$ cat src/rtl/fv_bank_ctrl_gen.sv
// fv_bank_ctrl_gen: feature-value SRAM bank controller.
// One single-port SRAM bank is shared between three traffic types:
//   - per-iteration streaming of node feature lines to the small-FV buffer,
//   - multi-beat write-back from the accumulator/vertex path,
//   - node reads returned to a tagged Edge PE.
// Ports:
//   clk, reset           clock, synchronous active-low reset
//   cur_iter_i           current replay iteration
//   stream_en_i          streaming phase enable
//   fv_num_i             feature values per node (sets lines per transfer)
//   req_*                valid/ready request channel (read or write-back)
//   sram_*               single-port SRAM (active-low CEN/WEN, 1-cycle read)
//   sm_*                 stream beats to the small-FV buffer
//   pe_*                 read beats to the Edge PE named by pe_tag_o
//   err_o                sticky protocol error
module fv_bank_ctrl_gen #(
  parameter int DATA_W         = 128,
  parameter int VALS_PER_LINE  = 2,
  parameter int LINES_PER_NODE = 8,
  parameter int NODES_PER_ITER = 4,
  parameter int MAX_ITER       = 4,
  parameter int NUM_PE         = 4,
  parameter int FVNUM_W        = 5,
  localparam int NODE_W = $clog2(MAX_ITER * NODES_PER_ITER),
  localparam int ADDR_W = NODE_W + $clog2(LINES_PER_NODE),
  localparam int LINE_W = $clog2(LINES_PER_NODE) + 1,
  localparam int ITER_W = $clog2(MAX_ITER),
  localparam int TAG_W  = $clog2(NUM_PE)
) (
  input  logic              clk,
  input  logic              reset,
  input  logic [ITER_W-1:0] cur_iter_i,
  input  logic              stream_en_i,
  input  logic [FVNUM_W-1:0] fv_num_i,
  input  logic              req_valid_i,
  output logic              req_ready_o,
  input  logic              req_rd_wr_i,
  input  logic [NODE_W-1:0] req_node_id_i,
  input  logic [TAG_W-1:0]  req_pe_tag_i,
  input  logic [DATA_W-1:0] req_data_i,
  input  logic              req_wr_eos_i,
  output logic              sram_cen_o,
  output logic              sram_wen_o,
  output logic [ADDR_W-1:0] sram_addr_o,
  output logic [DATA_W-1:0] sram_wdata_o,
  input  logic [DATA_W-1:0] sram_rdata_i,
  output logic              sm_valid_o,
  output logic              sm_sos_o,
  output logic              sm_eos_o,
  output logic [ADDR_W-1:0] sm_addr_o,
  output logic [DATA_W-1:0] sm_data_o,
  output logic              pe_valid_o,
  output logic              pe_sos_o,
  output logic              pe_eos_o,
  output logic [TAG_W-1:0]  pe_tag_o,
  output logic [DATA_W-1:0] pe_data_o,
  output logic              err_o
);

  typedef enum logic [1:0] {IDLE, STREAM, WB, RD} state_t;

  localparam logic [LINE_W-1:0] LINE_ONE = LINE_W'(1);
  localparam logic [NODE_W-1:0] NODE_ONE = NODE_W'(1);

  state_t            state;
  logic [LINE_W-1:0] cnt;
  logic [LINE_W-1:0] lines;
  logic [NODE_W-1:0] ncnt;
  logic [NODE_W-1:0] node_q;
  logic [TAG_W-1:0]  tag_q;
  logic [ITER_W-1:0] last_iter;
  logic              streamed_once;
  // Set once the final read of a stream/read burst is issued; the next
  // cycle only presents the last beat and then returns to IDLE.
  logic              draining;

  logic [31:0]       l_tmp;
  logic [LINE_W-1:0] l_new;
  logic              trigger;
  logic              accept;
  logic              cen, wen;
  logic [ADDR_W-1:0] addr;
  logic [DATA_W-1:0] wdata;
  logic              sm_issue, sm_first, sm_last;
  logic [ADDR_W-1:0] sm_idx;
  logic              pe_issue, pe_first, pe_last;
  logic [TAG_W-1:0]  pe_tag_next;
  logic              wb_drop;

  function automatic logic [ADDR_W-1:0] line_addr(input logic [NODE_W-1:0] node,
                                                  input logic [LINE_W-1:0] k);
    return ADDR_W'(node) * ADDR_W'(LINES_PER_NODE) + ADDR_W'(k);
  endfunction

  // Lines per transfer: ceil(fv/VALS_PER_LINE), at least 1, at most a node.
  always_comb begin
    l_tmp = (32'(fv_num_i) + 32'(VALS_PER_LINE) - 32'd1) / 32'(VALS_PER_LINE);
    if (l_tmp == 32'd0) begin
      l_new = LINE_ONE;
    end else if (l_tmp > 32'(LINES_PER_NODE)) begin
      l_new = LINE_W'(LINES_PER_NODE);
    end else begin
      l_new = l_tmp[LINE_W-1:0];
    end
  end

  // Streaming has priority and runs once per iteration value.
  assign trigger     = stream_en_i && (!streamed_once || (cur_iter_i != last_iter));
  assign req_ready_o = reset && (((state == IDLE) && !trigger) || (state == WB));
  assign accept      = req_valid_i && req_ready_o;

  // SRAM command for this cycle plus the beat qualifiers it will produce.
  always_comb begin
    cen         = 1'b1;
    wen         = 1'b1;
    addr        = '0;
    wdata       = '0;
    sm_issue    = 1'b0;
    sm_first    = 1'b0;
    sm_last     = 1'b0;
    sm_idx      = '0;
    pe_issue    = 1'b0;
    pe_first    = 1'b0;
    pe_last     = 1'b0;
    pe_tag_next = '0;
    wb_drop     = 1'b0;
    unique case (state)
      IDLE: begin
        if (trigger) begin
          cen      = 1'b0;
          addr     = line_addr(NODE_W'(cur_iter_i) * NODE_W'(NODES_PER_ITER), '0);
          sm_issue = 1'b1;
          sm_first = 1'b1;
          sm_last  = (NODES_PER_ITER == 1) && (l_new == LINE_ONE);
        end else if (accept && req_rd_wr_i) begin
          cen   = 1'b0;
          wen   = 1'b0;
          addr  = line_addr(req_node_id_i, '0);
          wdata = req_data_i;
        end else if (accept) begin
          cen         = 1'b0;
          addr        = line_addr(req_node_id_i, '0);
          pe_issue    = 1'b1;
          pe_first    = 1'b1;
          pe_last     = (l_new == LINE_ONE);
          pe_tag_next = req_pe_tag_i;
        end
      end
      STREAM: begin
        if (!draining) begin
          cen      = 1'b0;
          addr     = line_addr(NODE_W'(last_iter) * NODE_W'(NODES_PER_ITER) + ncnt, cnt);
          sm_issue = 1'b1;
          sm_idx   = line_addr(ncnt, cnt);
          sm_last  = (ncnt == NODE_W'(NODES_PER_ITER - 1)) && (cnt == lines - LINE_ONE);
        end
      end
      WB: begin
        if (req_valid_i) begin
          if (!req_rd_wr_i || (cnt == LINE_W'(LINES_PER_NODE))) begin
            wb_drop = 1'b1;
          end else begin
            cen   = 1'b0;
            wen   = 1'b0;
            addr  = line_addr(node_q, cnt);
            wdata = req_data_i;
          end
        end
      end
      RD: begin
        if (!draining) begin
          cen         = 1'b0;
          addr        = line_addr(node_q, cnt);
          pe_issue    = 1'b1;
          pe_last     = (cnt == lines - LINE_ONE);
          pe_tag_next = tag_q;
        end
      end
      default: ;
    endcase
    // Keep the SRAM quiet while reset is held.
    if (!reset) begin
      cen      = 1'b1;
      wen      = 1'b1;
      addr     = '0;
      wdata    = '0;
      sm_issue = 1'b0;
      pe_issue = 1'b0;
      wb_drop  = 1'b0;
    end
  end

  assign sram_cen_o   = cen;
  assign sram_wen_o   = wen;
  assign sram_addr_o  = addr;
  assign sram_wdata_o = wdata;

  // Read data arrives one cycle after issue, aligned with the registered strobes.
  assign sm_data_o = sm_valid_o ? sram_rdata_i : '0;
  assign pe_data_o = pe_valid_o ? sram_rdata_i : '0;

  // Controller state, counters and registered beat strobes.
  always_ff @(posedge clk) begin
    if (!reset) begin
      state         <= IDLE;
      cnt           <= '0;
      lines         <= '0;
      ncnt          <= '0;
      node_q        <= '0;
      tag_q         <= '0;
      last_iter     <= '0;
      streamed_once <= 1'b0;
      draining      <= 1'b0;
      err_o         <= 1'b0;
      sm_valid_o    <= 1'b0;
      sm_sos_o      <= 1'b0;
      sm_eos_o      <= 1'b0;
      sm_addr_o     <= '0;
      pe_valid_o    <= 1'b0;
      pe_sos_o      <= 1'b0;
      pe_eos_o      <= 1'b0;
      pe_tag_o      <= '0;
    end else begin
      sm_valid_o <= sm_issue;
      sm_sos_o   <= sm_issue && sm_first;
      sm_eos_o   <= sm_issue && sm_last;
      sm_addr_o  <= sm_issue ? sm_idx : '0;
      pe_valid_o <= pe_issue;
      pe_sos_o   <= pe_issue && pe_first;
      pe_eos_o   <= pe_issue && pe_last;
      pe_tag_o   <= pe_issue ? pe_tag_next : '0;
      if (wb_drop) begin
        err_o <= 1'b1;
      end
      unique case (state)
        IDLE: begin
          if (trigger) begin
            streamed_once <= 1'b1;
            last_iter     <= cur_iter_i;
            lines         <= l_new;
            draining      <= sm_last;
            if (l_new == LINE_ONE) begin
              ncnt <= NODE_ONE;
              cnt  <= '0;
            end else begin
              ncnt <= '0;
              cnt  <= LINE_ONE;
            end
            state <= STREAM;
          end else if (accept && req_rd_wr_i) begin
            node_q <= req_node_id_i;
            cnt    <= LINE_ONE;
            if (!req_wr_eos_i) begin
              state <= WB;
            end
          end else if (accept) begin
            node_q   <= req_node_id_i;
            tag_q    <= req_pe_tag_i;
            lines    <= l_new;
            cnt      <= LINE_ONE;
            draining <= pe_last;
            state    <= RD;
          end
        end
        STREAM: begin
          if (draining) begin
            draining <= 1'b0;
            state    <= IDLE;
          end else if (sm_last) begin
            draining <= 1'b1;
          end else if (cnt == lines - LINE_ONE) begin
            ncnt <= ncnt + NODE_ONE;
            cnt  <= '0;
          end else begin
            cnt <= cnt + LINE_ONE;
          end
        end
        WB: begin
          if (req_valid_i) begin
            if (!wb_drop) begin
              cnt <= cnt + LINE_ONE;
            end
            if (req_wr_eos_i) begin
              state <= IDLE;
            end
          end
        end
        RD: begin
          if (draining) begin
            draining <= 1'b0;
            state    <= IDLE;
          end else begin
            cnt <= cnt + LINE_ONE;
            if (pe_last) begin
              draining <= 1'b1;
            end
          end
        end
        default: state <= IDLE;
      endcase
    end
  end

endmodule

$ cat config.mk
export PLATFORM = sky130hd
export DESIGN_NAME = fv_bank_ctrl_gen
export DESIGN_NICKNAME = d
export VERILOG_FILES = /design/src/rtl/fv_bank_ctrl_gen.sv
export SDC_FILE = /design/constraint.sdc
export NUM_CORES = 1
export LEC_CHECK = 0
export CAP_MARGIN = 30
export CORE_AREA = 2 2 267 269
export CTS_CLUSTER_DIAMETER = 80
export DETAILED_ROUTE_END_ITERATION = 8
export DIE_AREA = 0 0 269 271
export GPL_ROUTABILITY_DRIVEN = 0
export SLEW_MARGIN = 10
export SYNTH_ARGS = -nofsm -noshare
export SYNTH_HDL_FRONTEND = slang
export SYNTH_SLANG_ARGS = --single-unit
$ cat constraint.sdc
create_clock -name clk -period 2.4 [get_ports clk]
set_input_delay 0.24 -clock clk [delete_from_list [all_inputs] [get_ports clk]]
set_output_delay 0.24 -clock clk [all_outputs]
set_load 0.02 [all_outputs]
==> out/qor.yml <==
relSlewSlack_pct: 53.8
cts_buffers: 5
synth.distinct_cells: 46
grt_pass1_vias: 7934
clk_path_buf_depth: 2
first_pass_iters: 5
power_leakage_nw: 5.87
synth_area_leaders: "and2_1, dfxtp_1, ha_1"
die_width_um: 269
worstPathRequired_ps: 2160
grt-ovfl-total: 0
drc: 0
drt_iter0_drc: 333
violations: "setup timing"
clkLatencyLatePin_ps: 280
synth_top_area_cell: "and2_1"
drv_cap: 0
synth_seq_cells: 40
drtAntennaViolNets: 0
crit_path_start_kind: "flip-flop"
vias_per_cell: 3.45
syn_nets: 1010
slowest_delay_ps: 330
fmaxAchievable_mhz: 405
wl_um: 66100
synthAdderAreaFrac_pct: 3.75
grt_usage_pct: 17.1
post-route-period-util_pct: 103
status: "finished, violations left"
critPathBufInv: 5
dieArea_sq_um: 72900
synth_xor_area_share_pct: 3.30
nFillCells: 7775
cp.arrival_ps: 2230
vias: 8293
setup_violations: 37
yosys.area_share.simple_pct: 58.5
start_util_pct: 7.17
design_power_total_mw: 7.01
synth.most_common_cell: "and2_1"
finalHoldViolCount: 0
cp_top_family: "buffers and inverters"
ys_async_sr_fraction_pct: 0
ys.flop_type: "dfxtp_1"
clock_sinks: 40
yosysWarnings: 0
antenna_found_initial: 90
seq_area_frac_synth_pct: 16.0
grt_max_degree: 85
grt_pass1_wl_um: 80500
synth_compound_area_share_pct: 11.5
clkTransAtPathRegs_ps: 60
wl_per_cell_um: 27.5
rsz0062_at_grt: "true"
path_max_fanout: 6
cp_cell_sequence: "xnor2_2 -> a31oi_2 -> nor2_2 -> nand3_1 -> a21boi_4 -> buf_8 -> buf_12 -> buf_16 -> buf_6 -> and2_4 -> buf_12"
synth_area_per_cell_sq_um: 6.95
ios: 685
fin_crit_ps: 2470
worst_slack_ps: -72.2
worst_slew_pin_slew_ps: 691
cts_max_level: 2
synth_top_family_by_area: "simple AND/OR/NAND/NOR gates"
netlist_instances: 720
num_rows: 97
cts_tree: "yes"
coreArea_sq_um: 69800
die_height_um: 271
syn_to_final_growth_pct: 199
hp-class: "input pin to flip-flop"
cts_hold_buf: 0
irDropWorstVdd_v: 0.000377
synth_edf_count: 0
critPathCaptureType: "output pin"
critPathKind: "flip-flop to output pin"
io_buffers: 684
nNetsFinal: 1735
synth_area_sq_um: 5000
maxSlewViolCount: 0
cpMostUsedCell: "buf_12"
synth_top_cell_area_share_pct: 49.0
final_area_sq_um: 15000
place_area_sq_um: 13500
hpwl_um: 57800
critical_path.slowest_cell: "dfxtp_1"
muxShareOfSynthArea_pct: 1.20
finalClockSkew_ps: 2.93
cellPowerDensity_nw_per_um2: 468
yosys-top-cells-count: "and2_1, clkbuf_1, dfxtp_1"
cts-root-buf: "clkbuf_16"
drive_above_1_share_pct: 26.9
-- final timing paths --
| kind | end | slack, ps | startpoint | depth (start not counted) |
|---|---|---|---|---|
| hold / removal | last_iter[1]$_SDFFE_PN0P_ | 430 | cur_iter_i[1] | 3 |
| hold reg to reg | pe_tag_o[1]$_SDFF_PN0_ | 470 | tag_q[1]$_SDFFE_PN0P_ | 2 |
| setup reg to reg | draining$_SDFFE_PN0P_ | 240 | state[1]$_SDFFE_PN0P_ | 12 |
| setup / recovery | sram_wdata_o[40] | -70 | last_iter[1]$_SDFFE_PN0P_ | 11 |
-- layer usage --
layer	GRT usage, %	wire length (um)	vias to the layer above
li1	-	-	3759
met1	14.7	19200	3650
met4	5.26	2430	76
met3	14.7	12800	188
met5	0	479	-
met2	29.2	31200	620
-- flip-flops by register name, summed over array words and instances (netlist names), 2 cells and up --
signal and count:
state 2, tag_q 2, cnt 4, node_q 4, lines 4, sm_addr_o 7
ncnt 4, last_iter 2, pe_tag_o 2
-- cell usage in the layout (no fill, tap or decap), types with 7 or more instances in the layout --
cell type,count
nand2_1,31
xor2_1,10
clkbuf_16,9
and2_4,112
a21boi_0,11
inv_1,9
buf_16,7
nor2_1,12
clkdlybuf4s50_1,539
buf_6,93
a21oi_1,17
buf_12,42
nand3_1,17
buf_4,77
o21ai_0,14
dfxtp_1,34
and2_1,280
ha_1,13
diode_2,20
-- final cells by class --
type	count	area (sq um)	share of cell area, %
clock buffer	8	178	1.19
tap	940	1180	7.86
antenna	20	50.0	0.335
inverter	13	48.8	0.326
sequential	40	813	5.44
timing repair buffer	776	8340	55.7
multi-input combinational	609	4360	29.1
-- cell families after synthesis --
kind of cell    after synthesis
flops                        40
simple gates                488
fa+ha+maj                    15
buf+inv                      71
compound gates               82
mux                           6
xor+xnor                     18
-- what timing repair did --
item | 4_1_cts | 5_1_grt
setup endpoints to repair | 137 | 135
gates cloned | 13 | 3
gates resized for setup | 459 | 209
pin swaps | 10 | 46
setup buffers | 16 | 6
-- worst min-delay path, cell delays in order --
cell and delay (ps):
dlygate4sd2_1 280, nand3_1 80, a21boi_0 70
-- through the flow --
stage	TNS (ps)	utilization [%]	setup slack (ps)	hold WS [ps]	std cells
global placement	-45130	19.4	-504	454	2347
global route	-10350	21.4	-174	465	2399
floorplan	0	-	313	385	720
CTS	-1780	20.5	-129	410	2382
detailed placement	-50350	19.4	-561	458	2347
finish	-996	21.4	-72.2	432	2406
-- power by group --
group | switching (mW) | total (mW) | leakage, nW | internal, mW
sequential | 0.129 | 0.876 | 0.328 | 0.748
combinational | 2.59 | 5.35 | 5.45 | 2.76
clock | 0.278 | 0.784 | 0.0884 | 0.506
Note: power is estimated with default switching activity, not from simulation.
